`src/rtl/ring_pkg.sv`:
```
// Shared definitions for the ring node: source codes and the destination-field helper.
package ring_pkg;

    typedef enum logic [1:0] {
        SRC_LEFT  = 2'b00,
        SRC_SELF  = 2'b01,
        SRC_RIGHT = 2'b10,
        SRC_NONE  = 2'b11
    } src_e;

    localparam int PKT_MAX  = 128;
    localparam int DEST_MAX = 8;

    // Destination sits in the top addr_bits of the packet; callers zero-extend to PKT_MAX.
    function automatic logic [DEST_MAX-1:0] dest_field(input logic [PKT_MAX-1:0] data,
                                                       input int unsigned w,
                                                       input int unsigned ab);
        return DEST_MAX'(data >> (w - ab)) & DEST_MAX'((1 << ab) - 1);
    endfunction

endpackage

```
`src/rtl/rr_pick3.sv`:
```
// Three-way round-robin picker: first eligible source at or after the pointer wins.
module rr_pick3
    import ring_pkg::*;
(
    input  logic [2:0] elig_i,
    input  logic [1:0] ptr_i,
    output logic [2:0] grantOh_o,
    output logic [1:0] winner_o
);

    src_e order0, order1, order2, winner;

    always_comb begin
        order0 = SRC_LEFT;
        order1 = SRC_SELF;
        order2 = SRC_RIGHT;
        case (ptr_i)
            2'd1: begin order0 = SRC_SELF;  order1 = SRC_RIGHT; order2 = SRC_LEFT; end
            2'd2: begin order0 = SRC_RIGHT; order1 = SRC_LEFT;  order2 = SRC_SELF; end
            default: ;
        endcase

        winner = SRC_NONE;
        if (elig_i[order0])      winner = order0;
        else if (elig_i[order1]) winner = order1;
        else if (elig_i[order2]) winner = order2;

        grantOh_o = (winner == SRC_NONE) ? 3'b000 : (3'b001 << winner);
        winner_o  = winner;
    end

endmodule

```
`src/rtl/ring_node_arbiter.sv`:
```
// Ring node scheduler: three capture slots arbitrated round-robin into ring and local output registers.
module ring_node_arbiter
    import ring_pkg::*;
#(
    parameter int width     = 32,
    parameter int addr_bits = 2,
    parameter int node_id   = 0
) (
    input  logic             clk,
    input  logic             reset,
    input  logic [width-1:0] left_data,
    input  logic             left_valid,
    output logic             left_ready,
    input  logic [width-1:0] self_data,
    input  logic             self_valid,
    output logic             self_ready,
    input  logic [width-1:0] right_data,
    input  logic             right_valid,
    output logic             right_ready,
    output logic [width-1:0] ring_data,
    output logic             ring_valid,
    input  logic             ring_ready,
    output logic [width-1:0] local_data,
    output logic             local_valid,
    input  logic             local_ready,
    output logic [1:0]       grant,
    output logic             busy
);

    logic [2:0]       slotValid_q, slotValid_d;
    logic [width-1:0] slotData_q [3];
    logic [width-1:0] inData [3];
    logic [2:0]       inValid;

    logic             ringValid_q, ringValid_d, localValid_q, localValid_d;
    logic [width-1:0] ringData_q, localData_q;
    src_e             ptr_q, ptr_d, grant_q, grant_d;

    logic [2:0]       toLocal, elig, pickOh;
    logic [1:0]       pickWin;
    logic             ringAvail, localAvail, anyGrant, winLocal, ringLoad, localLoad;
    logic [width-1:0] winData;

    assign inValid   = {right_valid, self_valid, left_valid};
    assign inData[0] = left_data;
    assign inData[1] = self_data;
    assign inData[2] = right_data;

    // An output can take a packet if it is empty or draining at this edge.
    assign ringAvail  = ~ringValid_q | ring_ready;
    assign localAvail = ~localValid_q | local_ready;

    always_comb begin
        toLocal = '0;
        elig    = '0;
        for (int i = 0; i < 3; i++) begin
            toLocal[i] = (dest_field(PKT_MAX'(slotData_q[i]), width, addr_bits) == DEST_MAX'(node_id));
            elig[i]    = slotValid_q[i] & (toLocal[i] ? localAvail : ringAvail);
        end
    end

    rr_pick3 u_pick (
        .elig_i    (elig),
        .ptr_i     (ptr_q),
        .grantOh_o (pickOh),
        .winner_o  (pickWin)
    );

    always_comb begin
        winData  = slotData_q[0];
        winLocal = toLocal[0];
        case (pickWin)
            SRC_SELF:  begin winData = slotData_q[1]; winLocal = toLocal[1]; end
            SRC_RIGHT: begin winData = slotData_q[2]; winLocal = toLocal[2]; end
            default: ;
        endcase

        anyGrant  = |pickOh;
        ringLoad  = anyGrant & ~winLocal;
        localLoad = anyGrant & winLocal;

        // A granted slot was full, so it cannot also capture at the same edge.
        slotValid_d  = (slotValid_q & ~pickOh) | (inValid & ~slotValid_q);
        ringValid_d  = ringLoad | (ringValid_q & ~ring_ready);
        localValid_d = localLoad | (localValid_q & ~local_ready);

        ptr_d   = ptr_q;
        grant_d = SRC_NONE;
        if (anyGrant) begin
            grant_d = src_e'(pickWin);
            case (pickWin)
                SRC_LEFT: ptr_d = SRC_SELF;
                SRC_SELF: ptr_d = SRC_RIGHT;
                default:  ptr_d = SRC_LEFT;
            endcase
        end
    end

    always_ff @(posedge clk) begin
        if (reset) begin
            slotValid_q  <= '0;
            for (int i = 0; i < 3; i++) slotData_q[i] <= '0;
            ringValid_q  <= 1'b0;
            localValid_q <= 1'b0;
            ringData_q   <= '0;
            localData_q  <= '0;
            ptr_q        <= SRC_LEFT;
            grant_q      <= SRC_NONE;
        end else begin
            slotValid_q  <= slotValid_d;
            for (int i = 0; i < 3; i++) begin
                if (inValid[i] & ~slotValid_q[i]) slotData_q[i] <= inData[i];
            end
            ringValid_q  <= ringValid_d;
            localValid_q <= localValid_d;
            if (ringLoad)  ringData_q  <= winData;
            if (localLoad) localData_q <= winData;
            ptr_q        <= ptr_d;
            grant_q      <= grant_d;
        end
    end

    assign left_ready  = ~slotValid_q[0];
    assign self_ready  = ~slotValid_q[1];
    assign right_ready = ~slotValid_q[2];
    assign ring_data   = ringData_q;
    assign ring_valid  = ringValid_q;
    assign local_data  = localData_q;
    assign local_valid = localValid_q;
    assign grant       = grant_q;
    assign busy        = |slotValid_q | ringValid_q | localValid_q;

endmodule

```
`config.mk`:
```
export PLATFORM = sky130hd
export DESIGN_NAME = ring_node_arbiter
export DESIGN_NICKNAME = d
export VERILOG_FILES = /design/src/rtl/ring_pkg.sv /design/src/rtl/rr_pick3.sv /design/src/rtl/ring_node_arbiter.sv
export SDC_FILE = /design/constraint.sdc
export NUM_CORES = 1
export LEC_CHECK = 0
export BUFFER_PORTS_ARGS = -buffer_cell sky130_fd_sc_hd__buf_2
export CAP_MARGIN = 20
export CORE_ASPECT_RATIO = 0.8
export CORE_MARGIN = 2
export CORE_UTILIZATION = 53
export CTS_CLUSTER_SIZE = 30
export DETAILED_ROUTE_END_ITERATION = 12
export MAX_ROUTING_LAYER = met4
export PLACE_DENSITY = 0.89
export REMOVE_ABC_BUFFERS = 1
export SLEW_MARGIN = 10
export SYNTH_ARGS = -nofsm -noshare
export SYNTH_HDL_FRONTEND = slang
export SYNTH_SLANG_ARGS = --single-unit
```
`constraint.sdc`:
```
create_clock -name clk -period 3.9 [get_ports clk]
set_input_delay 0 -clock clk [delete_from_list [all_inputs] [get_ports clk]]
set_output_delay 0 -clock clk [all_outputs]
set_load 0.03 [all_outputs]
```
==> metrics.cfg, run 1 <==
[clock_tree]
root_buffer = clkbuf_16
clockBufferDepth = 2
htreeDepth = 4
numCtsBuffers = 17
clkSinkCount = 169
path_clk_slew_ns = 0.08
post-cts-setup-buffer-count = 0
insertion_delay_ns = 0.43
tritoncts = yes

[worst_setup_path]
endpoint = ring_data[11]
crit_start = slotData_q[0][31]
path_cells = or4b_2, o211ai_1, o32ai_1, o21a_1, ha_2, buf_4, nor3_1, buf_4, nor4_4, buf_4, nand2_1, a21oi_1
rr_worst_depth = 12
critPathBufInv = 3
critical_path_depth = 12
slowest_delay_ns = 0.65
path_max_fanout = 23
cp_common_cell = buf_4
r2r_slack_ns = 0.13
crit_required_ns = 4.25
crit_family = simple AND/OR/NAND/NOR gates
crit_path_end_kind = register
cp-start-kind = register
reg2reg_from = slotData_q[0][31]
crit_type = reg2reg
cp_slowest_cell = or4b_2
r2r-end = ring_data[11]
cp.arrival_ns = 4.11

[run]
drv_cap = 0

[logic_synthesis]
synth_top_family_by_area = simple AND/OR/NAND/NOR gates
synth_compound_area_frac = 0.128
synth_warnings = 0
ys_ff_latch = 169
syn_inst = 678
syn_area_um2 = 7020
async_reset_ff_frac = 0
synthSimpleGateAreaFrac = 0.203
synth-xor-area-share = 0
synth-edff-count = 96
synth_adder_area_share = 0.0143
synth_cell_types = 38
muxShareOfSynthArea = 0.00285
syn_avg_cell_area_um2 = 10.4
ys_seq_area_frac = 0.619
synth_ff_type = edfxtp_1

[die]
fp.dieArea_um2 = 14200
io_pins = 175
die_h_um = 107
die_w_um = 133
initial_core_util = 0.543
fp.coreArea_um2 = 12900
rows = 37

[global_route]
grt_pass1_wl_um = 32600
grt_max_degree = 97
antenna_found_initial = 0
overflow = 0
grt_usage = 0.310
grt_pass1_vias = 6255

[sta]
whs_ns = 0.0237
setup-violations-final = 0
max_freq_mhz = 265
min_period_ns = 3.77
tightest_slew_ns = 1.03
slew_viol_final = 0
slew_headroom = 0.312
hold_violations = 0
timing.clock.skew_ns = 0.0194
timing.final.crit_share = 0.966

[power]
p_per_area_nw_per_um2 = 782
ir_drop_uv = 430
finalPower_mw = 7.59
leakage_nw = 4.03

[final_layout]
final_common_cell = buf_2
fillCellCount = 786
n_antenna_cell = 0
final_cell_mix = buf_2 (174), nand2_1 (132), a21oi_1 (104)
final_nets = 1049
area_delta_synth_final_pct = 38.3
layout-drive-gt1-share = 0.241
stdcell_area_um2 = 9710
final_cells = 1126

[detailed_routing]
met2_length_um = 10500
firstDrtPassIters = 5
drc = 0
wl_met1_um = 8260
viasPerCell = 5.52
topRoutingLayerUsed = met4
wl_per_cell_um = 18.8
dr.first_iter.drc_count = 614
dr_wl_met3_um = 1850
drt_wl_total_um = 21100
drtAntennaViolNets = 0
num_vias = 6220

[placed_design]
dp.cells = 993
place_congestion = 0.848
dp_hpwl_um = 10900
placed_area_um2 = 8060
port_buffers = 174

[run_status]
outcome = completed

[worst_hold_path]
hold_path_class = in2reg
hold_depth = 3

## cells in the mapped netlist, types with 2 or more instances
master | count | share of area
nor3_1 | 2 | 0.0014
or4b_2 | 2 | 0.0029
nand2b_1 | 8 | 0.0071
buf_2 | 12 | 0.0086
mux2i_1 | 2 | 0.0029
nor2_1 | 43 | 0.023
edfxtp_1 | 96 | 0.41
dfxtp_1 | 73 | 0.21
inv_1 | 7 | 0.0037
and2_1 | 96 | 0.086
o21a_1 | 2 | 0.0021
a22oi_1 | 32 | 0.034
ha_1 | 8 | 0.014
buf_1 | 3 | 0.0016
clkbuf_1 | 32 | 0.017
o211ai_1 | 4 | 0.0043
a21oi_1 | 104 | 0.074
nand2_1 | 132 | 0.071
## state kept, by name, indices dropped and copies added, names as in the netlist
| register | flops |
|---|---|
| ring_valid | 1 |
| grant | 2 |
| ptr_q | 2 |
| slotData_q | 96 |
| local_valid | 1 |
| ring_data | 32 |
| slotValid_q | 3 |
| local_data | 32 |
## routing by layer
layer,global-route usage,vias to the layer above
met5,-,-
met4,0.135,0
met1,0.372,2893
met2,0.514,418
li1,-,2852
met3,0.0652,57
## how the worst min path moves through the flow
stage / slack, ns / endpoint / from
6_report: 0.02 / ring_valid / ring_ready
5_1_grt: 0.06 / ring_valid / ring_ready
4_1_cts: 0.008 / ring_valid / ring_ready
3_5_place_dp: 0.27 / slotValid_q[2] / reset
3_3_place_gp: 0.28 / slotData_q[0][91] / right_data[27]
2_1_floorplan: 0.07 / local_data[0] / reset
## cell families after synthesis
| family | Yosys count |
|---|---|
| and+or+nand+nor | 291 |
| DFF | 169 |
| AOI/OAI and AO/OA | 153 |
| buffers and inverters | 55 |
| adders and majority gates | 8 |
| muxes | 2 |
## timing repair
item                                    CTS  global route
hold buffers                            101             0
endpoints found under the setup margin    0            31
gates resized for setup                   0             1
hold endpoints to repair                100             0
## power breakdown
group / leakage [nW] / switching (mW) / internal, mW / total, mW
registers: 1.63 / 0.251 / 2.33 / 2.58
clock network: 0.310 / 0.708 / 1.14 / 1.85
logic: 2.09 / 2.20 / 0.972 / 3.17
## per-stage QoR
step                 util  setup WS [ns]  TNS [ns]
floorplan               -          -1.02    -61.19
global placement    0.624          0.402         0
detailed placement  0.624          0.211         0
CTS                 0.751          0.138         0
global route        0.752        -0.0163   -0.0163
finish              0.752          0.134         0
## tightest hold or removal path: cells and delay by family
kind,cells,cell delay (ns)
AO/OA/AOI/OAI,1,0.09
buffers and inverters,1,0.07
AND/OR/NAND/NOR,1,0.21
## final cells by class
type / instances / area [um^2] / area share
inverter: 7 / 26.3 / 0.00271
timing repair buffer: 289 / 1990 / 0.205
tap: 175 / 219 / 0.0226
clock buffer: 21 / 440 / 0.0454
clock inverter: 11 / 195 / 0.0201
multi-input combinational: 454 / 2500 / 0.257
sequential: 169 / 4340 / 0.447
(Power assumes the default switching activity.)
==> inputs of run 2 (changes only) <==
--- a/config.mk
+++ b/config.mk
@@ -7,7 +7,6 @@
 export LEC_CHECK = 0
 export BUFFER_PORTS_ARGS = -buffer_cell sky130_fd_sc_hd__buf_2
 export CAP_MARGIN = 20
-export CORE_ASPECT_RATIO = 0.8
 export CORE_MARGIN = 2
 export CORE_UTILIZATION = 53
 export CTS_CLUSTER_SIZE = 30
==> constraint.sdc (replaced) <==
create_clock -name clk -period 4.32 [get_ports clk]
set_input_delay 0 -clock clk [delete_from_list [all_inputs] [get_ports clk]]
set_output_delay 0 -clock clk [all_outputs]
set_load 0.005 [all_outputs]
==> metrics.cfg, run 2 (synthesis gave the netlist of run 1 again) <==
[power]
finalPower_mw = 6.20  ; -18%
p_int_mw = 4.00  ; -9.8%
ir_drop_uv = 320  ; -26%
clock_power_share = 0.268  ; +0.024
p_sw_mw = 2.20  ; -30%
netSwitchingFraction = 0.355  ; -0.0608
p_seq_frac = 0.370  ; +0.031
p_per_area_nw_per_um2 = 639  ; -18%
comb_power_share = 0.362  ; -0.055
leakage_nw = 4.01  ; -0.37%

[detailed_routing]
wl_met1_um = 7650  ; -7.4%
drtAntennaViolNets = 0  ; unchanged
drc = 0  ; unchanged
num_vias = 6017  ; -3.3%
dr_wl_met3_um = 1150  ; -38%
dr.first_iter.drc_count = 559  ; -9.0%
firstDrtPassIters = 7  ; +2
wl_per_cell_um = 17.6  ; -6.3%
met2_length_um = 10200  ; -2.7%
viasPerCell = 5.35  ; -3.1%
drt_wl_total_um = 19800  ; -6.5%
topRoutingLayerUsed = met4

[placed_design]
dp.cells = 990  ; -0.30%
placed_area_um2 = 8040  ; -0.17%
place_congestion = 0.892  ; +5.1%
dp_slack_ns = 0.631  ; +0.420 ns
dp_hpwl_um = 10500  ; -3.4%
port_buffers = 174  ; unchanged

[global_route]
antenna_found_initial = 1  ; +1
grt_max_degree = 72  ; -26%
grt_usage = 0.285  ; -0.0253
grt_pass1_vias = 5886  ; -5.9%
overflow = 0  ; unchanged
grt_pass1_wl_um = 30200  ; -7.4%

[run]
drv_cap = 0  ; unchanged

[clock_tree]
clkSinkCount = 169  ; unchanged
post-cts-setup-buffer-count = 0  ; unchanged
htreeDepth = 4  ; unchanged
numCtsBuffers = 17  ; unchanged
tritoncts = yes
path_clk_slew_ns = 0.06  ; -0.02 ns
insertion_delay_ns = 0.43  ; about the same
clockBufferDepth = 2  ; unchanged
root_buffer = clkbuf_16

[sta]
setup-violations-final = 0  ; unchanged
timing.final.crit_share = 0.893  ; -0.0723
hold_violations = 0  ; unchanged
slew_headroom = 0.330  ; +0.0173
max_freq_mhz = 259  ; -2.4%
slew_viol_final = 0  ; unchanged
tightest_slew_ns = 1.01  ; -0.0259 ns
fin_ws_ns = 0.460  ; +0.327 ns
rsz0062_at_grt = false
min_period_ns = 3.86  ; +0.0933 ns
timing.clock.skew_ns = 0.0157  ; -0.00361 ns

[final_layout]
final_cells = 1124  ; -0.18%
max_flop_register = slotData_q
layout-drive-gt1-share = 0.241  ; about the same
area_delta_synth_final_pct = 38.3  ; about the same
final_common_cell = buf_2
stdcell_area_um2 = 9710  ; about the same
largest_register_ffs = 96  ; unchanged
final_nets = 1045  ; -0.38%
final_cell_mix = buf_2 (174), nand2_1 (132), a21oi_1 (104)

[worst_setup_path]
cp.arrival_ns = 4.20  ; +0.09 ns
cp_slowest_cell = or4b_2
path_max_fanout = 24  ; +4.3%
crit_type = reg2reg
slowest_delay_ns = 0.66  ; about the same
cp-start-kind = register
crit_required_ns = 4.66  ; +0.41 ns
path_cells = or4b_2, o211ai_1, a31o_1, o22ai_1, ha_2, nor4bb_4, or4_1, buf_4, nand2_1, a21oi_1
r2r_slack_ns = 0.46  ; +0.33 ns
crit_path_end_kind = register

[worst_hold_path]
hold_path_class = in2reg

[die]
fp.dieArea_um2 = 14200  ; about the same
io_pins = 175  ; unchanged
die_w_um = 119  ; -10%
initial_core_util = 0.536  ; -0.00702
rows = 42  ; +14%
die_h_um = 119  ; +11%
fp.coreArea_um2 = 13100  ; +1.3%

[run_status]
outcome = completed

run 2: worst paths after layout:
check,end,depth (start not counted),start
max,ring_data[2],10,slotData_q[0][63]
min,ring_valid,3,ring_ready
max reg2reg,ring_data[2],10,slotData_q[0][63]
min reg2reg,local_data[10],2,local_data[10]
run 2: power by group through the flow:
stage                     clock (mW)  combinational (mW)  sequential, mW
after floorplan                    0                1.24            2.31
after global placement             0                2.05            2.31
after detailed placement           0                2.11            2.32
after CTS                       1.67                2.20            2.29
after global routing            1.74                2.47            2.33
final                           1.67                2.24            2.29
run 2: metrics by stage:
stage / util / hold slack (ns) / setup TNS, ns
after detailed placement: 0.615 / 0.279 / 0
after global routing: 0.742 / 0.0428 / 0
after CTS: 0.742 / 0.00590 / 0
after global placement: 0.615 / 0.278 / 0
after floorplan: - / 0.0691 / -26.03
final: 0.742 / 0.0228 / 0
run 2: final cells by class:
type	count	area (um^2)
antenna	1	2.50
clock buffer	20	457
clock inverter	12	196
fill	789	3380
inverter	7	26.3
multi-input combinational	454	2490
sequential	169	4340
tap	176	220
timing repair buffer	285	1970
run 2: critical path, delay by kind of cell, from the launching register on:
kind	cells	cell delay (ns)
AOI/OAI and AO/OA	4	0.76
adders and majority gates	1	0.45
buffers and inverters	1	0.36
DFF	1	0.49
and+or+nand+nor	4	1.70
run 2: repair_timing:
action                     4_1_cts  5_1_grt
gates resized for setup          0        0
hold buffers                   101        0
setup endpoints to repair        0        0
hold endpoints to repair       100        0
run 2: per-layer routing:
layer,GRT usage,vias to the layer above
li1,-,2844
met1,0.307,2811
met2,0.503,290
met3,0.0584,72
met4,0.134,0
met5,-,-
